$ cat src/rtl/if_fetch_stage.sv
// if_fetch_stage: owns the PC, keeps one imem request in flight and feeds decode
// through a 2-entry fetch buffer with same-edge bypass when the buffer is empty.
module if_fetch_stage #(
    parameter logic [31:0] RESET_PC = 32'h0000_0000
) (
    input  logic        clk,
    input  logic        reset,
    input  logic        StallF,
    input  logic        StallD,
    input  logic        FlushD,
    input  logic        BranchTakenE,
    input  logic [31:0] BranchTargetE,
    input  logic        PCSrcW,
    input  logic [31:0] ResultW,
    output logic        imem_req,
    output logic [31:0] imem_addr,
    input  logic        imem_valid,
    input  logic [31:0] imem_rdata,
    output logic [31:0] InstrD,
    output logic [31:0] PCPlus8D,
    output logic        ValidD
);
    typedef enum logic [1:0] {IDLE, WAIT, DROP} state_t;

    state_t      r_state;
    logic [31:0] r_pc;
    logic [31:0] r_req_addr;
    logic [63:0] r_buf [2];
    logic [1:0]  r_count;

    logic        w_redirect;
    logic [31:0] w_target;
    logic        w_push;
    logic [63:0] w_entry;
    logic        w_avail;
    logic [63:0] w_head;
    logic        w_pop;
    logic [1:0]  w_occ;
    logic        w_issue;
    logic        w_wr_en;
    logic        w_wr_idx;

    // A redirect empties the buffer, so wrong-path entries are never offered to decode.
    always_comb begin
        w_redirect = PCSrcW | BranchTakenE;
        w_target   = PCSrcW ? ResultW : BranchTargetE;
        w_push     = r_state == WAIT && imem_valid && !w_redirect;
        w_entry    = {imem_rdata, r_req_addr + 32'd8};
        w_avail    = w_push || (r_count != 2'd0 && !w_redirect);
        w_head     = r_count != 2'd0 ? r_buf[0] : w_entry;
        w_pop      = w_avail && !StallD && !FlushD;
        w_occ      = r_count + {1'b0, w_push} - {1'b0, w_pop};
        w_issue    = reset && !StallF && !w_redirect && (r_state == IDLE || imem_valid) && w_occ < 2'd2;
        w_wr_en    = w_push && !(w_pop && r_count == 2'd0);
        w_wr_idx   = r_count == 2'd2 || (r_count == 2'd1 && !w_pop);
        imem_req   = w_issue;
        imem_addr  = r_pc;
    end

    always_ff @(posedge clk) begin
        if (!reset) begin
            r_state  <= IDLE;
            r_pc     <= RESET_PC;
            r_count  <= 2'd0;
            InstrD   <= 32'd0;
            PCPlus8D <= 32'd0;
            ValidD   <= 1'b0;
        end else begin
            r_state <= w_issue ? WAIT :
                       (r_state == IDLE || imem_valid) ? IDLE :
                       (r_state == WAIT && w_redirect) ? DROP : r_state;
            r_pc    <= w_redirect ? w_target : w_issue ? r_pc + 32'd4 : r_pc;
            r_count <= w_redirect ? 2'd0 : w_occ;
            if (w_issue)
                r_req_addr <= r_pc;
            if (w_pop)
                r_buf[0] <= r_buf[1];
            if (w_wr_en)
                r_buf[w_wr_idx] <= w_entry;
            if (FlushD)
                {InstrD, PCPlus8D, ValidD} <= 65'd0;
            else if (!StallD)
                {InstrD, PCPlus8D, ValidD} <= w_avail ? {w_head, 1'b1} : 65'd0;
        end
    end
endmodule
$ cat config.mk
export PLATFORM = sky130hd
export DESIGN_NAME = if_fetch_stage
export DESIGN_NICKNAME = d
export VERILOG_FILES = /design/src/rtl/if_fetch_stage.sv
export SDC_FILE = /design/constraint.sdc
export NUM_CORES = 1
export LEC_CHECK = 0
export ABC_AREA = 0
export BUFFER_PORTS_ARGS = -buffer_cell sky130_fd_sc_hd__buf_2
export CORE_ASPECT_RATIO = 1.75
export CORE_MARGIN = 4
export CORE_UTILIZATION = 56
export DETAILED_ROUTE_END_ITERATION = 8
export HOLD_SLACK_MARGIN = 0.1
export PLACE_DENSITY = 0.8
export SLEW_MARGIN = 25
export SYNTH_ARGS = -nofsm -noshare
export SYNTH_HDL_FRONTEND = slang
export SYNTH_SLANG_ARGS = --single-unit
$ cat constraint.sdc
create_clock -name clk -period 7.75 [get_ports clk]
set_clock_uncertainty 0.05 [all_clocks]
set_input_delay 1.55 -clock clk [delete_from_list [all_inputs] [get_ports clk]]
set_output_delay 1.55 -clock clk [all_outputs]
set_load 0.02 [all_outputs]
==> impl_metrics.prom <==
# TYPE chip_impl_metric gauge
chip_impl_info{name="status",value="finished, final reports clean"} 1
chip_impl_metric{name="drt_iter0_markers",unit=""} 758
chip_impl_metric{name="p_leak",unit="nW"} 5.21
chip_impl_metric{name="timing.critical_path.arrival",unit="ns"} 3.98
chip_impl_metric{name="post_synth_xor_xnor_area",unit="%"} 3.22
chip_impl_metric{name="cts_resized",unit=""} 0
chip_impl_metric{name="ir_drop",unit="mV"} 0.221
chip_impl_metric{name="post_synthesis_mux_area_share",unit="%"} 7.04
chip_impl_metric{name="power.net_switching",unit="W"} 0.000610
chip_impl_metric{name="clock_power_share",unit="%"} 40.6
chip_impl_metric{name="final_layout_size_suffix_gt1_share",unit="%"} 29.0
chip_impl_info{name="setup.worst_path.class",value="input pin to output pin"} 1
chip_impl_metric{name="finalPower",unit="W"} 0.00279
chip_impl_info{name="cp-end-kind",value="output pin"} 1
chip_impl_metric{name="layout.nets",unit=""} 1287
chip_impl_info{name="startpoint_of_the_most_critical_hold_path",value="ValidD"} 1
chip_impl_metric{name="hold_viol",unit=""} 0
chip_impl_metric{name="number_of_antenna_violations_at_the_first_check_in_global_routing",unit=""} 0
chip_impl_metric{name="clock_sinks",unit=""} 261
chip_impl_metric{name="detail_route.vias_per_cell",unit=""} 5.97
chip_impl_metric{name="synth_compound_gate_area_share",unit="%"} 13.2
chip_impl_metric{name="report.final.slew_viol_count",unit=""} 0
chip_impl_metric{name="power.share.combinational",unit="%"} 5.5
chip_impl_metric{name="initial_core_util",unit="%"} 56.9
chip_impl_metric{name="die_height",unit="um"} 198
chip_impl_info{name="top_layer",value="met4"} 1
chip_impl_metric{name="crit_path_required_time",unit="ns"} 6.15
chip_impl_metric{name="flops_latches_synth",unit=""} 261
chip_impl_metric{name="antenna_left",unit=""} 0
chip_impl_metric{name="floorplan.core_area",unit="sq mm"} 0.0203
chip_impl_metric{name="wl_per_cell",unit="um"} 18.8
chip_impl_metric{name="post-cts-setup-buffer-count",unit=""} 0
chip_impl_metric{name="detailed_placement_hpwl",unit="um"} 18600
chip_impl_info{name="min_path_type",value="flop to flop"} 1
chip_impl_metric{name="cp_slowest_stage_delay",unit="ns"} 0.48
chip_impl_info{name="crit_chain",value="buf_2 > and3b_1 > o21ai_4 > buf_4 > nor2_1 > ha_1 > inv_1 > ha_1 > xnor3_1 > nand3b_4 > nor2_1 > buf_2"} 1
chip_impl_metric{name="seq_power_share",unit="%"} 53.9
chip_impl_metric{name="register_area_share_after_synthesis",unit="%"} 59.2
chip_impl_metric{name="totalNegativeSetupSlack",unit="ns"} 0
chip_impl_metric{name="via_count",unit=""} 8621
chip_impl_metric{name="wl_met1",unit="um"} 10100
chip_impl_info{name="ctsRootBufferMaster",value="sky130_fd_sc_hd__clkbuf_16"} 1
chip_impl_metric{name="cts-hold-fix-buffers",unit=""} 0
chip_impl_metric{name="relSlewSlack",unit="%"} 34.4
chip_impl_metric{name="dieWidth",unit="um"} 117
chip_impl_metric{name="synth-adder-area-share",unit="%"} 0.434
chip_impl_info{name="crit_start",value="imem_valid"} 1
chip_impl_metric{name="async_s_r_ff_share_synth",unit="%"} 0
chip_impl_metric{name="syn_avg_cell_area",unit="sq um"} 11.5
chip_impl_metric{name="maxClockFrequency",unit="MHz"} 179
chip_impl_metric{name="synth-simple-area-share",unit="%"} 13.8
chip_impl_metric{name="grt_remaining_overflow",unit=""} 0
chip_impl_metric{name="syn_inst",unit=""} 1001
chip_impl_metric{name="ys_warn_count",unit=""} 0
chip_impl_metric{name="synth_edf_count",unit=""} 160
chip_impl_metric{name="n_fill_cell",unit=""} 1505
chip_impl_metric{name="port-buffer-count",unit=""} 201
chip_impl_metric{name="wire_length_of_the_first_global_routing_pass",unit="um"} 43100
chip_impl_metric{name="gr_util_all_layers",unit="%"} 23.3
chip_impl_metric{name="grt_start_max_net_pins",unit=""} 65
chip_impl_metric{name="worst_slew_pin_slew",unit="ns"} 0.980
chip_impl_metric{name="met3_length",unit="um"} 1990
chip_impl_metric{name="clockBufferDepth",unit=""} 3
chip_impl_metric{name="rows",unit=""} 69
chip_impl_metric{name="post_synth_instance_area",unit="sq mm"} 0.0115
chip_impl_metric{name="routed_wirelength",unit="um"} 27200
chip_impl_info{name="worst_setup_path_start_kind",value="input pin"} 1
chip_impl_metric{name="antennaDiodeCount",unit=""} 0
chip_impl_metric{name="number_of_buffers_created_by_cts",unit=""} 23
chip_impl_metric{name="timing.critical_path.fanout_max",unit=""} 47
chip_impl_metric{name="final_min_period",unit="ns"} 5.58
chip_impl_info{name="synth_top_flop_cell",value="sky130_fd_sc_hd__edfxtp_1"} 1
chip_impl_metric{name="drc_errors",unit=""} 0
chip_impl_metric{name="internal_power",unit="W"} 0.00218
chip_impl_info{name="clock_tree_from_tritoncts",value="built"} 1
chip_impl_metric{name="syn_to_final_growth",unit="%"} 17.0
chip_impl_metric{name="gp_routability_congestion",unit=""} 0.912
chip_impl_info{name="rsz0062_at_grt",value="false"} 1
chip_impl_metric{name="worst_setup_hold_path_clk_slew",unit="ns"} 0.06
chip_impl_metric{name="io_pins",unit=""} 202
chip_impl_metric{name="powerDensity",unit="mW/mm^2"} 206
chip_impl_metric{name="drv.max_cap_violation_count",unit=""} 0
chip_impl_info{name="worst_r2r_startpoint",value="r_count[1]"} 1
chip_impl_metric{name="period_share",unit="%"} 72.1
chip_impl_metric{name="cts-htree-levels",unit=""} 1
chip_impl_metric{name="yosys.cell_types.count",unit=""} 78
chip_impl_metric{name="switching_fraction",unit="%"} 21.9
chip_impl_metric{name="route.met2.wl",unit="um"} 14100
chip_impl_info{name="synth_top_family_by_area",value="simple AND/OR/NAND/NOR gates"} 1
chip_impl_metric{name="die_area",unit="sq mm"} 0.0231
chip_impl_info{name="crit_path_top_delay_cell",value="sky130_fd_sc_hd__buf_4"} 1
chip_impl_metric{name="worst_skew_pair_latency",unit="ns"} 0.50
chip_impl_metric{name="detailedRoute.firstPassIterationCount",unit=""} 7
chip_impl_metric{name="synthesis.nets",unit=""} 1109
chip_impl_metric{name="first_global_vias",unit=""} 8748
chip_impl_metric{name="timing.final.setup_violations",unit=""} 0
synth_stat cells (11+ instances only):
cell	n	area, sq um
sky130_fd_sc_hd__a21o_1	13	97.6
sky130_fd_sc_hd__buf_2	18	90.1
sky130_fd_sc_hd__nor2_1	82	308
sky130_fd_sc_hd__inv_1	11	41.3
sky130_fd_sc_hd__dfxtp_1	101	2020
sky130_fd_sc_hd__mux2_2	58	653
sky130_fd_sc_hd__o21ai_0	29	145
sky130_fd_sc_hd__a21oi_1	103	515
sky130_fd_sc_hd__a22oi_1	20	150
sky130_fd_sc_hd__clkbuf_1	27	101
sky130_fd_sc_hd__xnor2_1	17	149
sky130_fd_sc_hd__nand2_1	111	417
sky130_fd_sc_hd__a22o_1	15	131
sky130_fd_sc_hd__nand3_1	33	165
sky130_fd_sc_hd__nand4_1	20	125
sky130_fd_sc_hd__nor3_1	13	65.1
sky130_fd_sc_hd__edfxtp_1	160	4800
kinds of logic after synthesis:
kind of cell,count (synthesis)
AND/OR/NAND/NOR,317
flip-flops,261
AO/OA/AOI/OAI,238
buffers and inverters,74
multiplexers,73
XOR/XNOR,34
adder cells (fa/ha/maj),4
path summary, 6_finish.rpt:
| path | endpoint | cells after the start | slack, ns |
|---|---|---|---|
| setup / recovery | imem_req | 12 | 2.17 |
| hold / removal | ValidD | 2 | 0.41 |
| setup reg to reg | imem_addr[20] | 12 | 4.04 |
| hold reg to reg | ValidD | 2 | 0.41 |
placed cells by master (no fill, tap or decap), types with 23 or more instances in the layout:
master                        n
sky130_fd_sc_hd__a21oi_1    102
sky130_fd_sc_hd__edfxtp_1   160
sky130_fd_sc_hd__nand2_1    110
sky130_fd_sc_hd__o21ai_0     29
sky130_fd_sc_hd__nor2_1      79
sky130_fd_sc_hd__clkbuf_16   23
sky130_fd_sc_hd__buf_2      201
sky130_fd_sc_hd__mux2_2      58
sky130_fd_sc_hd__dfxtp_1    101
sky130_fd_sc_hd__nand3_1     33
per-layer routing:
metal  GRT usage (%)  vias to the layer above
met2            42.0                      395
met4            9.98                        0
met5               0                        -
met3            3.00                       74
met1            27.3                     4088
li1                -                     4064
worst max-delay path: cells and delay by family:
family	cells	cell delay, ns
buffers and inverters	4	0.82
AOI/OAI and AO/OA	1	0.14
adders and majority gates	2	0.47
xor gates and xnor gates	1	0.29
and+or+nand+nor	4	0.71
flip-flops by register name (all words and copies together), names as in the netlist:
name	cells
r_buf	128
ValidD	1
imem_addr	32
PCPlus8D	32
r_req_addr	32
r_state	2
r_count	2
InstrD	32
power by group through the flow:
stage	Clock, W	Sequential [W]	Combinational, W
global route	0.00121	0.00150	0.000167
global placement	0	0.00153	0.000148
floorplan	0	0.00154	0.0000767
detailed placement	0	0.00153	0.000151
finish	0.00113	0.00150	0.000152
CTS	0.00115	0.00150	0.000152
per-stage QoR:
step                      instances  setup slack (ns)  utilization, %  hold slack (ns)  area (sq um)
after detailed placement       1400              2.15            62.6            0.399         12700
final                          1443              2.17            66.5            0.406         13500
after global placement         1399              2.21            62.4            0.388         12700
after global routing           1443              1.92            66.5            0.439         13500
after floorplan                1001              1.58               -            0.394         11500
after CTS                      1441              2.16            66.2            0.408         13400
layout make-up:
class                      count  area [sq um]  share of cell area (%)
clock buffer                  31           626                    4.64
timing repair buffer         215          1170                    8.68
tap                          248           310                    2.30
inverter                      12          45.0                   0.334
clock inverter                10           111                   0.825
multi-input combinational    666          4400                    32.6
sequential                   261          6830                    50.6
(Power assumes the default switching activity.)
